[src/rtl/dotclk_pll_sequencer.sv]
// dotclk_pll_sequencer
// Start-up and supervision sequencer for the dot-clock PLL, running in the
// 12 MHz reference domain. Holds the PLL in reset, waits for LOCK, qualifies
// it for LOCK_STABLE cycles and then raises ready. Retries on lock timeout,
// latches a fault after MAX_RETRIES failed attempts and counts lock losses.
//
// Ports:
//   clock_in        - 12 MHz reference clock
//   reset_n         - asynchronous active-low reset
//   locked_in       - PLL LOCK, asynchronous, synchronized internally
//   retry_req       - single-cycle restart request, highest priority
//   pll_resetb      - PLL RESETB (low holds PLL in reset)
//   ready           - dot clock qualified and stable
//   fault           - lock never achieved within MAX_RETRIES attempts
//   state           - current state encoding
//   lock_loss_count - lock losses seen in RUN, saturating at 255
module dotclk_pll_sequencer #(
    parameter int unsigned RESET_CYCLES = 16,
    parameter int unsigned LOCK_STABLE  = 1024,
    parameter int unsigned LOCK_TIMEOUT = 65536,
    parameter int unsigned MAX_RETRIES  = 3
) (
    input  logic       clock_in,
    input  logic       reset_n,
    input  logic       locked_in,
    input  logic       retry_req,
    output logic       pll_resetb,
    output logic       ready,
    output logic       fault,
    output logic [2:0] state,
    output logic [7:0] lock_loss_count
);

    localparam int unsigned MaxA      = (RESET_CYCLES > LOCK_STABLE) ? RESET_CYCLES : LOCK_STABLE;
    localparam int unsigned MaxCycles = (MaxA > LOCK_TIMEOUT) ? MaxA : LOCK_TIMEOUT;
    localparam int unsigned CntW      = (MaxCycles > 1) ? $clog2(MaxCycles) : 1;

    localparam logic [CntW-1:0] ResetLast   = CntW'(RESET_CYCLES - 1);
    localparam logic [CntW-1:0] StableLast  = CntW'(LOCK_STABLE - 1);
    localparam logic [CntW-1:0] TimeoutLast = CntW'(LOCK_TIMEOUT - 1);
    localparam logic [3:0]      MaxAttempts = 4'(MAX_RETRIES);

    typedef enum logic [2:0] {
        StReset    = 3'd0,
        StWaitLock = 3'd1,
        StQualify  = 3'd2,
        StRun      = 3'd3,
        StFault    = 3'd4
    } state_e;

    state_e          state_q, state_d;
    logic [CntW-1:0] cnt_q, cnt_d;
    logic [3:0]      attempts_q, attempts_d;
    logic [7:0]      llc_q, llc_d;
    logic            sync1_q, lock_s_q;
    logic            pll_resetb_q, ready_q, fault_q;
    logic [3:0]      attempts_inc;

    assign attempts_inc = attempts_q + 4'd1;

    always_comb begin
        state_d    = state_q;
        cnt_d      = cnt_q;
        attempts_d = attempts_q;
        llc_d      = llc_q;
        if (retry_req) begin
            // Restart wins over every transition, including a lock loss in RUN.
            state_d    = StReset;
            cnt_d      = '0;
            attempts_d = '0;
        end else begin
            unique case (state_q)
                StReset: begin
                    if (cnt_q == ResetLast) begin
                        state_d = StWaitLock;
                        cnt_d   = '0;
                    end else begin
                        cnt_d = cnt_q + 1'b1;
                    end
                end
                StWaitLock: begin
                    if (lock_s_q) begin
                        state_d = StQualify;
                        cnt_d   = '0;
                    end else if (cnt_q == TimeoutLast) begin
                        attempts_d = attempts_inc;
                        state_d    = (attempts_inc == MaxAttempts) ? StFault : StReset;
                        cnt_d      = '0;
                    end else begin
                        cnt_d = cnt_q + 1'b1;
                    end
                end
                StQualify: begin
                    if (!lock_s_q) begin
                        // A glitch during qualification is not a failed attempt.
                        state_d = StWaitLock;
                        cnt_d   = '0;
                    end else if (cnt_q == StableLast) begin
                        state_d    = StRun;
                        cnt_d      = '0;
                        attempts_d = '0;
                    end else begin
                        cnt_d = cnt_q + 1'b1;
                    end
                end
                StRun: begin
                    if (!lock_s_q) begin
                        state_d = StReset;
                        cnt_d   = '0;
                        if (llc_q != 8'hFF) begin
                            llc_d = llc_q + 8'd1;
                        end
                    end
                end
                StFault: begin
                    state_d = StFault;
                end
                default: begin
                    state_d = StReset;
                    cnt_d   = '0;
                end
            endcase
        end
    end

    always_ff @(posedge clock_in or negedge reset_n) begin
        if (!reset_n) begin
            sync1_q      <= 1'b0;
            lock_s_q     <= 1'b0;
            state_q      <= StReset;
            cnt_q        <= '0;
            attempts_q   <= '0;
            llc_q        <= '0;
            pll_resetb_q <= 1'b0;
            ready_q      <= 1'b0;
            fault_q      <= 1'b0;
        end else begin
            sync1_q      <= locked_in;
            lock_s_q     <= sync1_q;
            state_q      <= state_d;
            cnt_q        <= cnt_d;
            attempts_q   <= attempts_d;
            llc_q        <= llc_d;
            // Outputs are registered from the next state so they align with state.
            pll_resetb_q <= (state_d == StWaitLock) || (state_d == StQualify) ||
                            (state_d == StRun);
            ready_q      <= (state_d == StRun);
            fault_q      <= (state_d == StFault);
        end
    end

    assign pll_resetb      = pll_resetb_q;
    assign ready           = ready_q;
    assign fault           = fault_q;
    assign state           = state_q;
    assign lock_loss_count = llc_q;

endmodule
[config.mk]
export PLATFORM = sky130hd
export DESIGN_NAME = dotclk_pll_sequencer
export DESIGN_NICKNAME = d
export VERILOG_FILES = /design/src/rtl/dotclk_pll_sequencer.sv
export SDC_FILE = /design/constraint.sdc
export NUM_CORES = 1
export LEC_CHECK = 0
export ABC_AREA = 1
export BUFFER_PORTS_ARGS = -buffer_cell sky130_fd_sc_hd__buf_2
export CORE_MARGIN = 2
export CORE_UTILIZATION = 30
export CTS_CLUSTER_SIZE = 24
export DETAILED_ROUTE_END_ITERATION = 7
export GPL_ROUTABILITY_DRIVEN = 0
export GPL_TIMING_DRIVEN = 0
export PLACE_DENSITY = 0.55
export SKIP_CTS_REPAIR_TIMING = 1
export SYNTH_ARGS = -nofsm -noshare
export SYNTH_HDL_FRONTEND = slang
export SYNTH_SLANG_ARGS = --single-unit
[constraint.sdc]
create_clock -name clock_in -period 2 [get_ports clock_in]
set_clock_uncertainty 0.1 [all_clocks]
set_input_delay 0.1 -clock clock_in [delete_from_list [all_inputs] [get_ports clock_in]]
set_output_delay 0.1 -clock clock_in [all_outputs]
set_load 0.02 [all_outputs]
==> metrics.txt <==
Seq. cell area 902 um^2; worst r2r path cells 12; Synth Flop Type dfrtp_1; final worst slack 0.166 ns; row count 29; clk_lat worst skew 0.29 ns; detailed-route via count 1,716; total routed wirelength 4290 um; CTS clk-pin slew, worst paths 0.08 ns; multi-input logic area 993 um^2; Die H 85.9 um; number of H-tree levels 2; Max stage delay on crit path 0.44 ns; Period Utilization, post-route 91.7%; Commonest cells post-synth nand2_1, dfrtp_1, inv_1, nor2_1, nand3_1; largest net degree at the start of global routing 37; core area 6420 um^2; first-pass GRT wire length 7710 um; actual slew at the worst max-slew pin 0.815 ns; fraction of registers with async set/reset 100%; Crit-path slowest cell dfrtp_2; number of synthesized flops with an enable pin 0; Yosys warning count 0; fin. max-slew vios 0; I/O pins 18; IO buf count 17; fmax 545 MHz; fill cell instance count of the final layout 672; Area Overhead vs Synth 17.1%; path type of the worst setup path flop to flop; Reg2Reg Launch Point cnt_q[0]; Root Buffer clkbuf_8; P per Cell Area 618 nW/um^2; leading area contributor after synthesis dfrtp_1; final setup fails 0; Max clock buf depth 2; Slew HR 45.7%; Area contributors post-synth dfrtp_1, nand2_1, nand3_1; CP Launch Type flop; Buf+Inv Stages, Crit Path 2; Post-DRT Antenna Nets 0; worst reg-to-reg setup slack 0.17 ns; Post-Syn Nets 257; total gr overflow 0; Cell variety after synth 31; reg2reg end cnt_q[10]; Static Leak 1.11 nW; nets 285; pre-CTS setup slack 0.123 ns; WP data required 2.12 ns; Sink Count 36; Fin. Hold Viols 0; RSZ-0062 raised after global routing false; met2 Usage GRT 21.4%; synthesized area per cell 8.08 um^2; busiest layer in global routing met2; initial antenna violation count 0; vias in the first global route 1,687; Worst Hold Class flop to flop; CP Depth 12; synthesized area 2010 um^2; Crit path max-delay family simple AND/OR/NAND/NOR gates; violation count after the first detailed-route iteration 90; initial core utilization 31.3%; CP Capture Type flop; fin crit period 1.83 ns; met1 Use GR 17.1%; HPWL Detailed 3150 um; ratio of cells with drive above 1 in the final layout 19.4%; cts bufs inserted 5; Arrival @ worst endpoint 1.96 ns; Cells after Synth 249; Max-cap violations 0; sequential share of the synthesized area 44.8%; die area 7370 um^2; share of Yosys cell area claimed by the top area cell type 44.8%; register bit total from synthesis 36; CTS tree built; DRT Pass-1 Iters 7; met3 usage 2.50%; # diodes 0; run status complete, no violations; worst vdd ir 0.000334 V; GRT Overall Usage 13.2%; width of the die 85.9 um; CP max FO 7; crit path launch cnt_q[0]; crit-path most repeated cell nand2_2; Vias per Instance 4.83; Total Neg Setup Slack 0 ns; CP cell instances ha_2, nand2_1, nor2_4, nand2_2, clkinv_2, nand2_2, nand2_1, nand3_2, nand2_2, inv_4, nand2_8, a21oi_1; crit path capture cnt_q[10]; DRC 0; wire per inst 12.1 um; top-count cell post-synth nand2_1
-- area by class of cell --
cell class,count,area share (%)
Sequential cell,36,38.3
Inverter,30,4.94
Tap cell,77,4.09
Buffer,2,0.531
Multi-Input combinational cell,181,42.2
Clock inverter,3,1.81
Timing Repair Buffer,21,5.21
Clock buffer,5,2.92
-- worst min path at each step --
stage / from / cells past startpoint / to
2_1_floorplan: reset_n / 0 / attempts_q[0]
3_3_place_gp: locked_in / 1 / sync1_q
3_5_place_dp: locked_in / 1 / sync1_q
4_1_cts: locked_in / 1 / sync1_q
5_1_grt: sync1_q / 0 / lock_s_q
6_report: sync1_q / 0 / lock_s_q
-- registers in the layout (all words and copies together), names as in the netlist --
name and cells:
cnt_q 16, lock_loss_count 8, attempts_q 4, state 3, fault 1, lock_s_q 1, pll_resetb 1, ready 1
sync1_q 1
-- layer usage --
metal  wire length, um  part of all wire (%)  vias to the layer above
met1              2020                    47                      804
met5                 0                     0                        -
met4                68                   1.6                        0
met2              2020                    47                       37
met3               175                   4.1                        5
li1                  -                     -                      870
-- where the power goes --
part           switching, W  internal [W]
combinational     0.0000385     0.0000221
sequential       0.00000877      0.000735
clock              0.000282      0.000369
total              0.000330       0.00113
-- layout by cell type, fill, tap and decap left out, types with 3 or more instances in the layout --
cell type,n
clkbuf_8,5
o21ai_0,7
a21oi_1,16
nor2_1,27
nand2_1,51
nand2_2,4
inv_1,27
xnor2_1,5
dfrtp_1,35
nand3_2,3
a31oi_1,3
nor3_1,7
ha_1,3
nor2_4,3
dlygate4sd3_1,3
nand3_1,23
buf_2,18
nor2_2,3
o21ai_2,4
xor2_1,7
o21ai_1,5
-- logic make-up after synthesis --
group,count (synthesis),synth area share [%]
mux,1,0.560
buf+inv,32,6.41
compound gates,38,11.0
xor+xnor,12,5.23
simple gates,126,29.5
flops,36,44.8
fa+ha+maj,4,2.49
-- stage by stage --
step / cell area, um^2 / cells / utilization [%] / total power (W) / hold WS (ns)
after global routing: 2350 / 355 / 36.7 / 0.00151 / 0.270
after detailed placement: 2190 / 343 / 34.1 / 0.000812 / 0.122
after floorplan: 2010 / 249 / - / 0.000785 / -0.296
after CTS: 2300 / 351 / 35.9 / 0.00147 / -0.191
final: 2350 / 355 / 36.7 / 0.00146 / 0.253
after global placement: 2190 / 343 / 34.1 / 0.000812 / 0.120
-- worst register-to-register path, delay by kind of cell, from the launching register on --
kind                     cells  cell delay, ns
AO/OA/AOI/OAI                1            0.13
adder cells (fa/ha/maj)      1            0.21
buffers and inverters        2            0.21
flip-flops                   1            0.44
AND/OR/NAND/NOR              8            0.68
Power figures use the tool's default switching activity.
